### src/rtl/pe_vec_seq.sv
// Vector dot-product sequencer: walks an operand buffer, feeds one PE MAC core
// element by element and returns the accumulated sum on a valid/ready port.
module pe_vec_seq #(
  parameter int LEN_W   = 6,
  parameter int BUF_AW  = 6,
  parameter int TIMEOUT = 16
) (
  input  logic              clk,
  input  logic              reset,
  input  logic              cmd_valid,
  output logic              cmd_ready,
  input  logic [LEN_W-1:0]  cmd_len,
  input  logic [BUF_AW-1:0] cmd_base,
  input  logic              cmd_mode,
  output logic              buf_re,
  output logic [BUF_AW-1:0] buf_addr,
  input  logic [15:0]       buf_rdata,
  output logic              pe_clear,
  output logic              pe_start,
  output logic              pe_mode,
  output logic [7:0]        pe_a,
  output logic [7:0]        pe_b,
  input  logic              pe_out_vld,
  input  logic [23:0]       pe_sum,
  output logic              res_valid,
  input  logic              res_ready,
  output logic [23:0]       res_data,
  output logic              res_err,
  output logic              busy
);

  localparam int CNT_W = $clog2(TIMEOUT);
  localparam int SUM_W = (LEN_W > BUF_AW) ? LEN_W : BUF_AW;

  typedef enum logic [2:0] {
    S_IDLE, S_CLEAR, S_FETCH, S_LOAD, S_ISSUE, S_WAIT, S_DONE
  } state_t;

  state_t            state_q, state_d;
  logic [LEN_W-1:0]  len_q, len_d;
  logic [LEN_W-1:0]  idx_q, idx_d;
  logic [BUF_AW-1:0] base_q, base_d;
  logic              mode_q, mode_d;
  logic [CNT_W-1:0]  waitCnt_q, waitCnt_d;
  logic [23:0]       resData_q, resData_d;
  logic              resErr_q, resErr_d;
  logic [7:0]        peA_q, peA_d;
  logic [7:0]        peB_q, peB_d;
  logic [SUM_W-1:0]  addrWide;

  always_comb begin
    state_d   = state_q;
    len_d     = len_q;
    idx_d     = idx_q;
    base_d    = base_q;
    mode_d    = mode_q;
    waitCnt_d = waitCnt_q;
    resData_d = resData_q;
    resErr_d  = resErr_q;
    peA_d     = peA_q;
    peB_d     = peB_q;
    case (state_q)
      S_IDLE: begin
        if (cmd_valid) begin
          len_d     = cmd_len;
          base_d    = cmd_base;
          mode_d    = cmd_mode;
          idx_d     = '0;
          resData_d = '0;
          resErr_d  = 1'b0;
          state_d   = (cmd_len == '0) ? S_DONE : S_CLEAR;
        end
      end
      S_CLEAR: state_d = S_FETCH;
      S_FETCH: state_d = S_LOAD;
      S_LOAD: begin
        peA_d   = buf_rdata[7:0];
        peB_d   = buf_rdata[15:8];
        state_d = S_ISSUE;
      end
      S_ISSUE: begin
        waitCnt_d = '0;
        state_d   = S_WAIT;
      end
      // A response arriving on the last timeout cycle still counts as success.
      S_WAIT: begin
        if (pe_out_vld) begin
          resData_d = pe_sum;
          if (idx_q == len_q - LEN_W'(1)) begin
            state_d = S_DONE;
          end else begin
            idx_d   = idx_q + LEN_W'(1);
            state_d = S_FETCH;
          end
        end else if (waitCnt_q == CNT_W'(TIMEOUT - 1)) begin
          resErr_d = 1'b1;
          state_d  = S_DONE;
        end else begin
          waitCnt_d = waitCnt_q + CNT_W'(1);
        end
      end
      S_DONE: begin
        if (res_ready) state_d = S_IDLE;
      end
      default: state_d = S_IDLE;
    endcase
  end

  always_ff @(posedge clk) begin
    if (reset) begin
      state_q   <= S_IDLE;
      len_q     <= '0;
      idx_q     <= '0;
      base_q    <= '0;
      mode_q    <= 1'b0;
      waitCnt_q <= '0;
      resData_q <= '0;
      resErr_q  <= 1'b0;
      peA_q     <= '0;
      peB_q     <= '0;
    end else begin
      state_q   <= state_d;
      len_q     <= len_d;
      idx_q     <= idx_d;
      base_q    <= base_d;
      mode_q    <= mode_d;
      waitCnt_q <= waitCnt_d;
      resData_q <= resData_d;
      resErr_q  <= resErr_d;
      peA_q     <= peA_d;
      peB_q     <= peB_d;
    end
  end

  // Strobes are masked during reset so an aborted job emits no stray pulse.
  assign addrWide  = SUM_W'(base_q) + SUM_W'(idx_q);
  assign cmd_ready = (state_q == S_IDLE);
  assign busy      = (state_q != S_IDLE);
  assign res_valid = (state_q == S_DONE);
  assign pe_clear  = (state_q == S_CLEAR) && !reset;
  assign buf_re    = (state_q == S_FETCH) && !reset;
  assign pe_start  = (state_q == S_ISSUE) && !reset;
  assign buf_addr  = (state_q == S_FETCH) ? addrWide[BUF_AW-1:0] : '0;
  assign pe_mode   = mode_q;
  assign pe_a      = peA_q;
  assign pe_b      = peB_q;
  assign res_data  = resData_q;
  assign res_err   = resErr_q;

endmodule

### config.mk
export PLATFORM = sky130hd
export DESIGN_NAME = pe_vec_seq
export DESIGN_NICKNAME = d
export VERILOG_FILES = /design/src/rtl/pe_vec_seq.sv
export SDC_FILE = /design/constraint.sdc
export NUM_CORES = 1
export LEC_CHECK = 0
export ABC_CLOCK_PERIOD_IN_PS = 2200
export CAP_MARGIN = 20
export CORE_AREA = 2 2 97 99
export CTS_CLUSTER_DIAMETER = 100
export DETAILED_ROUTE_END_ITERATION = 10
export DIE_AREA = 0 0 99 101
export PLACE_DENSITY = 0.72
export SLEW_MARGIN = 30
export SYNTH_ARGS = -nofsm -noshare
export SYNTH_HDL_FRONTEND = slang
export SYNTH_SLANG_ARGS = --single-unit
### constraint.sdc
create_clock -name clk -period 2.2 [get_ports clk]
set_input_delay 0.33 -clock clk [delete_from_list [all_inputs] [get_ports clk]]
set_output_delay 0.33 -clock clk [all_outputs]
set_load 0.1 [all_outputs]
; After elaboration in Yosys (flattened, before gate mapping)
; Cells that the tools add are included.
; W data, S select, Z words.
[word_totals]
reg_bits = 67
latchBits = 0
ramBits = 0
rom_bits = 0
in_bits = 58
output_inout_bits = 54
word_cells = 67
mem_count = 0
[op_classes]
add_sub_neg = 4
mul = 0
div = 0
order_cmp = 0
n_eq_ne = 16
shift = 0
muxes = 22
bitwise_logic = 0
n_reduce_logical = 15
[op_table]
columns = cell, n
row1 = $mux W24, 2
row2 = $pmux W24 S2, 1
row3 = $mux W6, 4
row4 = $pmux W3 S7, 1
row5 = $mux W3, 6
row6 = $ne A2 B2 Y1 const B, 6
row7 = $pmux W6 S2, 1
row8 = $eq A3 B3 Y1 const B, 3
row9 = $reduce_and A3 Y1, 3
row10 = $mux W4, 2
row11 = $pmux W4 S2, 1
row12 = $reduce_and A4 Y1, 2
row13 = $add A6 B1 Y6 const B, 1
row14 = $add A6 B6 Y6, 1
row15 = $eq A3 B2 Y1 const B, 2
row16 = $eq A6 B6 Y1, 1
row17 = $logic_not A6 Y1, 1
row18 = $sub A6 B1 Y6 const B, 1
row19 = $add A4 B1 Y4 const B, 1
row20 = $eq A4 B4 Y1 const B, 1
row21 = $reduce_bool A2 Y1, 2
row22 = $eq A3 B1 Y1 const B, 1
row23 = $logic_and A1 B1 Y1, 3
row24 = $logic_not A3 Y1, 1
row25 = other kinds (7), 9

; Depth between registers and ports, before layout
; Gate-level depths: netlist (run 1).
[depth]
depth_word = 5
mapped_depth = 7
ltp_nobuf = 7

; Worst setup path after synthesis (run 1)
; No wires, ideal clock.
[synth_timing]
kind = register to register
start = register state_q[2]
end = register state_q[2]
setup_time_ns = 0.130
arrival_ns = 4.352
required_ns = 2.070
slack_ns = -2.282
path_stages_with_launch = 5
n_path_buf = 0
synth_period_minus_slack_ns = 4.482
cell_sequence = dfxtp_1 nor3_1 inv_1 o221ai_1 a21oi_1
[synth_between]
elab_chain_len = 3
[synth_rtl]
columns = item, line_no
row1 = from (decl), 39  ; state_t state_q, state_d;
row2 = from (signal assigned), 122  ; state_q <= state_d;
row3 = $logic_not A3 Y1 (*), --
row4 = net cmd_ready, 11  ; output logic cmd_ready,
row5 = $ne A2 B2 Y1 (no line), --
row6 = $reduce_and A3 Y1 (no line), --
; The timed path passes the listed nets; every way through them passes the cells marked *.
; A chain may end at the register's enable or synchronous reset.

; Worst setup path in the final report (run 1)
[layout_timing]
start = register idx_q[0]
end = output port buf_addr[4]
[layout_between]
elab_chain_len = 2
[layout_rtl]
columns = item, line_no
row1 = from (decl), 41  ; logic [LEN_W-1:0] idx_q, idx_d;
row2 = from (signal assigned), 124  ; idx_q <= idx_d;
row3 = $add A6 B6 Y6, 136  ; assign addrWide = SUM_W'(base_q) + SUM_W'(idx_q);
row4 = $mux W6, 143  ; assign buf_addr = (state_q == S_FETCH) ? addrWide[BUF_AW-1:0] : '0;
row5 = to (decl), 16  ; output logic [BUF_AW-1:0] buf_addr,
; Every way passes these cells.

==> results of run 1 <==
final timing paths:
check	from	end	cells past startpoint
min	reset	base_q[4]	2
max reg2reg	len_q[1]	idx_q[0]	7
max	idx_q[0]	buf_addr[4]	8
min reg2reg	res_data[10]	res_data[10]	2
cell usage in the layout (no fill, tap or decap), types with 2 or more instances in the layout:
cell	n
buf_4	65
dfxtp_1	63
dfxtp_2	4
nor3_1	3
clkdlybuf4s50_1	56
a21o_1	3
nor4b_4	2
xnor2_1	7
nand4_1	3
nor2_2	4
mux2i_1	5
a211oi_1	3
nand3_1	30
inv_1	6
xor2_1	7
a31oi_1	3
nand3b_1	2
and2_1	3
nor2_1	14
nor3_2	2
nand2_1	96
ha_1	7
a21oi_2	4
nand2b_1	2
o21bai_1	3
clkbuf_8	11
buf_12	12
or3_1	4
a21oi_1	62
cell families (layout without fill, tap and decap cells):
kind of cell,count (synthesis),count (layout),synth area share [%]
adder cells (fa/ha/maj),9,9,3.92
multiplexers,6,6,2.12
AO/OA/AOI/OAI,88,88,16.4
buffers and inverters,30,155,3.92
XOR/XNOR,14,14,4.00
AND/OR/NAND/NOR,174,174,25.9
flip-flops,67,67,43.7
metrics by stage:
stage | setup TNS, ns | cell area (sq um)
final | -0.121 | 4650
after global routing | -0.293 | 4650
after CTS | -0.160 | 4640
after detailed placement | 0 | 4430
after global placement | 0 | 4430
after floorplan | -0.698 | 3120
cell type report:
type                            count  area, sq um  area share (%)
Clock inverter                      2         12.5           0.269
Tap cell                          111          139            2.98
Sequential cell                    67         1350            28.9
Inverter                            7         26.3           0.565
Clock buffer                       12          155            3.33
Timing Repair Buffer              134         1290            27.8
Multi-Input combinational cell    291         1680            36.1
power groups by stage:
stage / registers, mW / clock network [mW] / logic (mW)
floorplan: 1.35 / 0 / 0.284
global placement: 1.29 / 0 / 0.577
detailed placement: 1.29 / 0 / 0.582
CTS: 1.27 / 0.946 / 0.584
global route: 1.27 / 0.995 / 0.623
finish: 1.27 / 0.908 / 0.582
registers in the layout, indices dropped and copies added (netlist names):
signal     count
res_data      24
pe_a           8
pe_b           8
base_q         6
idx_q          6
len_q          6
waitCnt_q      4
state_q        3
pe_mode        1
res_err        1
layer usage:
metal  GRT usage, %  part of all wire (%)  vias to the layer above  routed length (um)
met4           6.43                   1.5                        0                 122
li1               -                     -                     1562                   -
met3           4.37                   6.5                       12                 539
met5              0                     0                        -                   0
met1           19.9                    42                     1439                3520
met2           28.2                    50                       87                4140
what timing repair did:
item / in CTS / in global routing
gates cloned: 0 / 0
pin swaps: 6 / 3
buffers inserted: 2 / 2
resized for setup: 9 / 0
setup endpoints to repair: 2 / 2
==> results.json, run 1 <==
{
  "drc": 0,
  "hpwl_mm": 6.10,
  "cp-end-kind": "primary output",
  "vdd_drop_max_uv": 313,
  "grt_max_degree": 33,
  "finalSetupViolCount": 2,
  "clkSlewWorstSetupHoldPaths_ns": 0.07,
  "synth_top_area_share_pct": 43.7,
  "fill_cells": 870,
  "cts-htree-levels": 3,
  "async_flop_share_pct": 0,
  "avgViaCountPerCell": 4.97,
  "layout.nets": 577,
  "synth_nets": 455,
  "path_cells": "ha_4, fa_2, a21oi_2, nor2_1, nor2_1, xor2_1, nor2_2, buf_12",
  "route.vias.total": 3100,
  "core_area_sq_mm": 0.00898,
  "areaGrowthSynthToFinish_pct": 51.8,
  "p_sw_mw": 0.823,
  "worstHoldPathType": "in2reg",
  "violations": "setup timing",
  "required_ns": 1.87,
  "drtPass1Iterations": 4,
  "final_cell_count_no_fill": 624,
  "yosysMostFrequentCell": "nand2_1",
  "synthCells": 388,
  "p_leak_nw": 1.81,
  "slew_headroom_pct": 66.4,
  "min_period_ns": 2.26,
  "slew_viol_final": 0,
  "path_max_fanout": 2,
  "die_x_um": 99,
  "portBuffers": 111,
  "clock_power_share_pct": 32.9,
  "rows": 35,
  "power.sequential.fraction_pct": 46.0,
  "maxCapViolations": 0,
  "wl_per_cell_um": 13.3,
  "combPwrFrac_pct": 21.1,
  "place.gp.congestion": 0.895,
  "cts_buffers": 9,
  "drtIter0Drc": 144,
  "power.share.switching_pct": 29.9,
  "overflow": 0,
  "drive_gt1_share_pct": 22.8,
  "slowest_delay_ns": 0.37,
  "tritoncts": "done",
  "antenna_found_initial": 0,
  "clock_latency_ns": 0.33,
  "synth_seq_area_share_pct": 43.7,
  "synth_warnings": 0,
  "crit_top_cell": "nor2_1",
  "diodes": 0,
  "p_total_mw": 2.76,
  "synth_largest_area_cell": "dfxtp_1",
  "grt_pass1_wl_mm": 13.5,
  "synth_common_cells": "nand2_1 (96), dfxtp_1 (67), a21oi_1 (65), nand3_1 (30), nor2_1 (19)",
  "fin_crit_sh_pct": 103,
  "max_freq_mhz": 442,
  "crit_arrival_ns": 1.93,
  "worst_pin_slew_ns": 0.500,
  "critPathBufInv": 1,
  "intPower_mw": 1.93,
  "finalClockSkew_ns": 0.00488,
  "synth_seq_cells": 67,
  "slowest_stage": "fa_2",
  "synth_edf_count": 0,
  "dp_cells": 606,
  "dp_slack_ns": 0.190,
  "synthTopCellsByArea": "dfxtp_1 (44%), nand2_1 (12%), a21oi_1 (11%)",
  "first_global_vias": 2939,
  "cts-root-buf": "clkbuf_8",
  "final_util_pct": 51.8,
  "ys_types": 46,
  "routed_wl_mm": 8.32,
  "path_delay_family": "adder cells",
  "clock-sinks": 67,
  "crit_path_start_kind": "flip-flop",
  "avgSynthCellArea_sq_um": 7.90,
  "rsz0062_at_grt": "yes",
  "start_util_pct": 34.2,
  "clockBufferDepth": 2,
  "status": "complete, but fails checks",
  "dieArea_sq_mm": 0.0100,
  "die_h_um": 101,
  "cts_hold_buf": 0,
  "setup_ws_ns": -0.0618,
  "ios": 112,
  "synthFlopType": "dfxtp_1",
  "antenna_left": 0,
  "hold_violations": 0,
  "grt_use_total_pct": 16.5,
  "syn-cell-area_sq_mm": 0.00307,
  "worstSetupPathType": "reg2out",
  "powerDensity_mw_per_mm2": 592,
  "timing.hold.ws_ns": 0.441,
  "ff2ff_setup_slack_ns": 0.24
}
Power figures use the tool's default switching activity.
==> run 2, diff against run 1 <==
Settings changed: CORE_AREA 2 2 97 99 to 10 10 114 116, DIE_AREA 0 0 99 101 to 0 0 124 126, PLACE_DENSITY 0.72 to 0.64.
==> results.json, run 2 (synthesized netlist as in run 1, its figures left out) <==
{
  "status": "complete, but fails checks",
  "violations": "setup timing",
  "clock-sinks": 67,
  "drtIter0Drc": 96,
  "cts_buffers": 9,
  "die_h_um": 126,
  "final_cell_mix": "nand2_1 (96), buf_4 (65), dfxtp_1 (63), a21oi_1 (62), clkdlybuf4s50_1 (56)",
  "rows": 38,
  "required_ns": 1.87,
  "drtPass1Iterations": 4,
  "clockBufferDepth": 2,
  "finalClockSkew_ns": 0.00679,
  "drive_gt1_share_pct": 23.8,
  "largest_reg_flops": 24,
  "hold_violations": 0,
  "antenna_left": 0,
  "place.gp.congestion": 0.858,
  "clock_latency_ns": 0.35,
  "setup_ws_ns": -0.0822,
  "grt_use_total_pct": 12.7,
  "cts_hold_buf": 0,
  "rsz0062_at_grt": "yes",
  "maxCapViolations": 0,
  "portBuffers": 111,
  "crit_arrival_ns": 1.95,
  "overflow": 0,
  "finalSetupViolCount": 3,
  "powerDensity_mw_per_mm2": 623,
  "dp_cells": 637,
  "hpwl_mm": 7.43,
  "fin_crit_sh_pct": 104,
  "wl_per_cell_um": 15.0,
  "tritoncts": "done",
  "clkSlewWorstSetupHoldPaths_ns": 0.08,
  "cts-htree-levels": 3,
  "cp-end-kind": "primary output",
  "worst_pin_slew_ns": 0.443,
  "p_leak_nw": 1.84,
  "crit_path_start_kind": "flip-flop",
  "slew_headroom_pct": 70.3,
  "cts-root-buf": "clkbuf_8",
  "die_x_um": 124,
  "place_area_sq_mm": 0.00448,
  "final_common_cell": "nand2_1",
  "drc": 0,
  "finalInstanceArea_sq_mm": 0.00476,
  "vdd_drop_max_uv": 235,
  "areaGrowthSynthToFinish_pct": 55.2,
  "avgViaCountPerCell": 4.69,
  "antenna_found_initial": 0,
  "route.vias.total": 3078,
  "path_max_fanout": 2,
  "ios": 112,
  "core_area_sq_mm": 0.0107,
  "start_util_pct": 28.7,
  "routed_wl_mm": 9.86,
  "dieArea_sq_mm": 0.0156,
  "worstHoldPathType": "in2reg",
  "diodes": 0,
  "min_period_ns": 2.28,
  "slew_viol_final": 0,
  "final_cell_count_no_fill": 656,
  "grt_max_degree": 28,
  "max_freq_mhz": 438,
  "first_global_vias": 3095,
  "worstSetupPathType": "reg2out",
  "layout.nets": 578,
  "grt_pass1_wl_mm": 15.8
}
[run 2: cell count changes in the layout (fill, tap and decap cells not counted), sizes merged]
cell,delta
buf,+1
bufinv,+1
clkinv,+1
[run 2: metrics by stage]
step	utilization [%]	TNS, ns	worst slack, ns	hold slack, ns	total power [mW]
CTS	44.3	-0.176	-0.102	0.383	3.01
global route	44.5	-0.557	-0.175	0.405	3.11
floorplan	-	-0.698	-0.248	0.420	1.64
detailed placement	41.9	0	0.192	0.444	1.88
global placement	41.9	0	0.196	0.439	1.88
finish	44.5	-0.220	-0.0822	0.394	2.97
[run 2: area by class of cell]
class | count | area (sq um)
Sequential cell | 67 | 1350
Clock buffer | 12 | 165
Tap cell | 140 | 175
Clock inverter | 4 | 47.5
Timing Repair Buffer | 135 | 1310
Multi-Input combinational cell | 291 | 1690
Fill cell | 1064 | 5940
Inverter | 7 | 26.3
[run 2: final timing paths]
kind / start / to / slack (ns) / depth (start not counted)
max: idx_q[0] / buf_addr[2] / -0.08 / 7
min: reset / base_q[1] / 0.39 / 2
max reg2reg: len_q[0] / idx_q[0] / 0.28 / 7
min reg2reg: res_data[18] / res_data[18] / 0.45 / 2
[run 2: layer usage]
metal / global-route usage (%) / part of all wire (%)
met5: 0 / 0
met1: 15.0 / 43
met4: 6.03 / 1.7
met2: 20.3 / 50
met3: 3.98 / 5.6
[run 2: timing repair]
item | CTS | global route
pin swaps | 5 | 3
setup endpoints to repair | 2 | 5
gates resized for setup | 9 | 3
buffers inserted | 2 | 1
[run 2: critical path, cell delays in order, from the launching register on]
cell     delay (ns)
dfxtp_2        0.34
ha_4           0.16
fa_2           0.36
buf_4          0.15
buf_6          0.11
xnor2_2        0.14
nor2_2         0.15
buf_12         0.19
[run 2: power by group]
part	switching, mW	total, mW	internal, mW
logic	0.351	0.588	0.237
clock network	0.497	1.11	0.613
registers	0.0259	1.27	1.24
total	0.875	2.97	2.09
==> run 3, diff against run 2 <==
Settings changed: MAX_ROUTING_LAYER set to met4, SKIP_LAST_GASP set to 1.
==> results.json, run 3 (synthesized netlist as in run 1, its figures left out) <==
{
  "maxCapViolations": 0,
  "max_freq_mhz": 438,
  "r2r-end": "res_data[11]",
  "start_util_pct": 28.7,
  "drtIter0Drc": 95,
  "final_util_pct": 44.5,
  "setup_ws_ns": -0.0856,
  "areaGrowthSynthToFinish_pct": 55.2,
  "hold_violations": 0,
  "dieArea_sq_mm": 0.0156,
  "clkSlewWorstSetupHoldPaths_ns": 0.08,
  "crit_path_start_kind": "flip-flop",
  "ff2ff_setup_slack_ns": 0.27,
  "final_cell_mix": "nand2_1 (96), buf_4 (65), dfxtp_1 (63), a21oi_1 (62), clkdlybuf4s50_1 (56)",
  "r2r-start": "state_q[0]",
  "cp-end-kind": "primary output",
  "grt_max_degree": 28,
  "fill_cells": 1064,
  "rsz0062_at_grt": "yes",
  "vdd_drop_max_uv": 235,
  "slew_headroom_pct": 69.3,
  "grt_use_total_pct": 13.1,
  "path_max_fanout": 2,
  "dp_slack_ns": 0.192,
  "worstSetupPathType": "reg2out",
  "worst_pin_slew_ns": 0.459,
  "finalSetupViolCount": 3,
  "ios": 112,
  "core_area_sq_mm": 0.0107,
  "hpwl_mm": 7.43,
  "p_total_mw": 2.97,
  "violations": "setup timing",
  "largest_reg_flops": 24,
  "route.vias.total": 3082,
  "routed_wl_mm": 9.88,
  "overflow": 0,
  "antenna_left": 0,
  "place_area_sq_mm": 0.00448,
  "clock_latency_ns": 0.36,
  "fin_setup_tns_ns": -0.232,
  "first_global_vias": 3092,
  "drtPass1Iterations": 4,
  "place.gp.congestion": 0.872,
  "finalClockSkew_ns": 0.00758,
  "status": "complete, but fails checks",
  "r2r_cells": 6,
  "min_period_ns": 2.29,
  "final_cell_count_no_fill": 656,
  "clockBufferDepth": 2,
  "rows": 38,
  "timing.hold.ws_ns": 0.389,
  "die_x_um": 124,
  "cts-htree-levels": 3,
  "p_leak_nw": 1.84,
  "powerDensity_mw_per_mm2": 624,
  "required_ns": 1.87,
  "finalInstanceArea_sq_mm": 0.00476,
  "drc": 0,
  "dp_cells": 637,
  "antenna_found_initial": 0,
  "worstHoldPathType": "in2reg",
  "layout.nets": 578,
  "tritoncts": "done",
  "diodes": 0,
  "worstHoldPathCells": 2,
  "clock-sinks": 67,
  "die_h_um": 126,
  "holdCritStartpoint": "reset",
  "crit_arrival_ns": 1.96,
  "cts_buffers": 9,
  "wl_per_cell_um": 15.1,
  "drive_gt1_share_pct": 23.8,
  "hold_end": "base_q[1]",
  "grt_pass1_wl_mm": 15.8,
  "avgViaCountPerCell": 4.70,
  "cts-root-buf": "clkbuf_8",
  "final_common_cell": "nand2_1",
  "portBuffers": 111,
  "slew_viol_final": 0,
  "fin_crit_sh_pct": 104
}
## run 3: cell counts in the layout (fill, tap and decap cells not counted)
Identical to the previous run, type by type.
## run 3: critical path, cell delays in order, from the launching register on
cell	delay [ns]
dfxtp_2	0.34
ha_4	0.16
fa_2	0.36
buf_4	0.15
buf_6	0.11
xnor2_2	0.14
nor2_2	0.15
buf_12	0.19
## run 3: final cells by class
type / instances / area (sq um) / area share [%]
Multi-Input combinational cell: 291 / 1690 / 35.6
Sequential cell: 67 / 1350 / 28.3
Timing Repair Buffer: 135 / 1310 / 27.4
Tap cell: 140 / 175 / 3.68
Clock buffer: 12 / 165 / 3.47
Clock inverter: 4 / 47.5 / 0.999
Inverter: 7 / 26.3 / 0.552
## run 3: power by group
| group | internal [mW] | switching (mW) | leakage [nW] |
|---|---|---|---|
| sequential | 1.24 | 0.0258 | 0.544 |
| clock | 0.613 | 0.502 | 0.108 |
| combinational | 0.237 | 0.352 | 1.19 |
## run 3: layer usage
metal	part of all wire [%]	up-vias	track usage [%]
met5	0	-	-
met4	1.7	0	6.23
met3	4.6	11	3.31
met2	49	73	20.3
met1	44	1433	15.4
li1	-	1565	-
## run 3: how the worst max path moves through the flow
stage               slack [ns]        from          end  depth (start not counted)
finish                   -0.09    idx_q[0]  buf_addr[2]                          7
global route             -0.17    idx_q[0]  buf_addr[4]                          8
CTS                      -0.10    idx_q[0]  buf_addr[4]                          8
detailed placement        0.19   base_q[1]  buf_addr[5]                          7
global placement          0.20  cmd_len[2]   state_q[2]                          7
floorplan                -0.25  state_q[2]   state_q[2]                          4
## run 3: repair_timing
action | CTS | global route
hold buffers | 0 | 0
gates resized for setup | 8 | 4
setup endpoints to repair | 2 | 5
buffers inserted | 2 | 1
pin swaps | 5 | 3
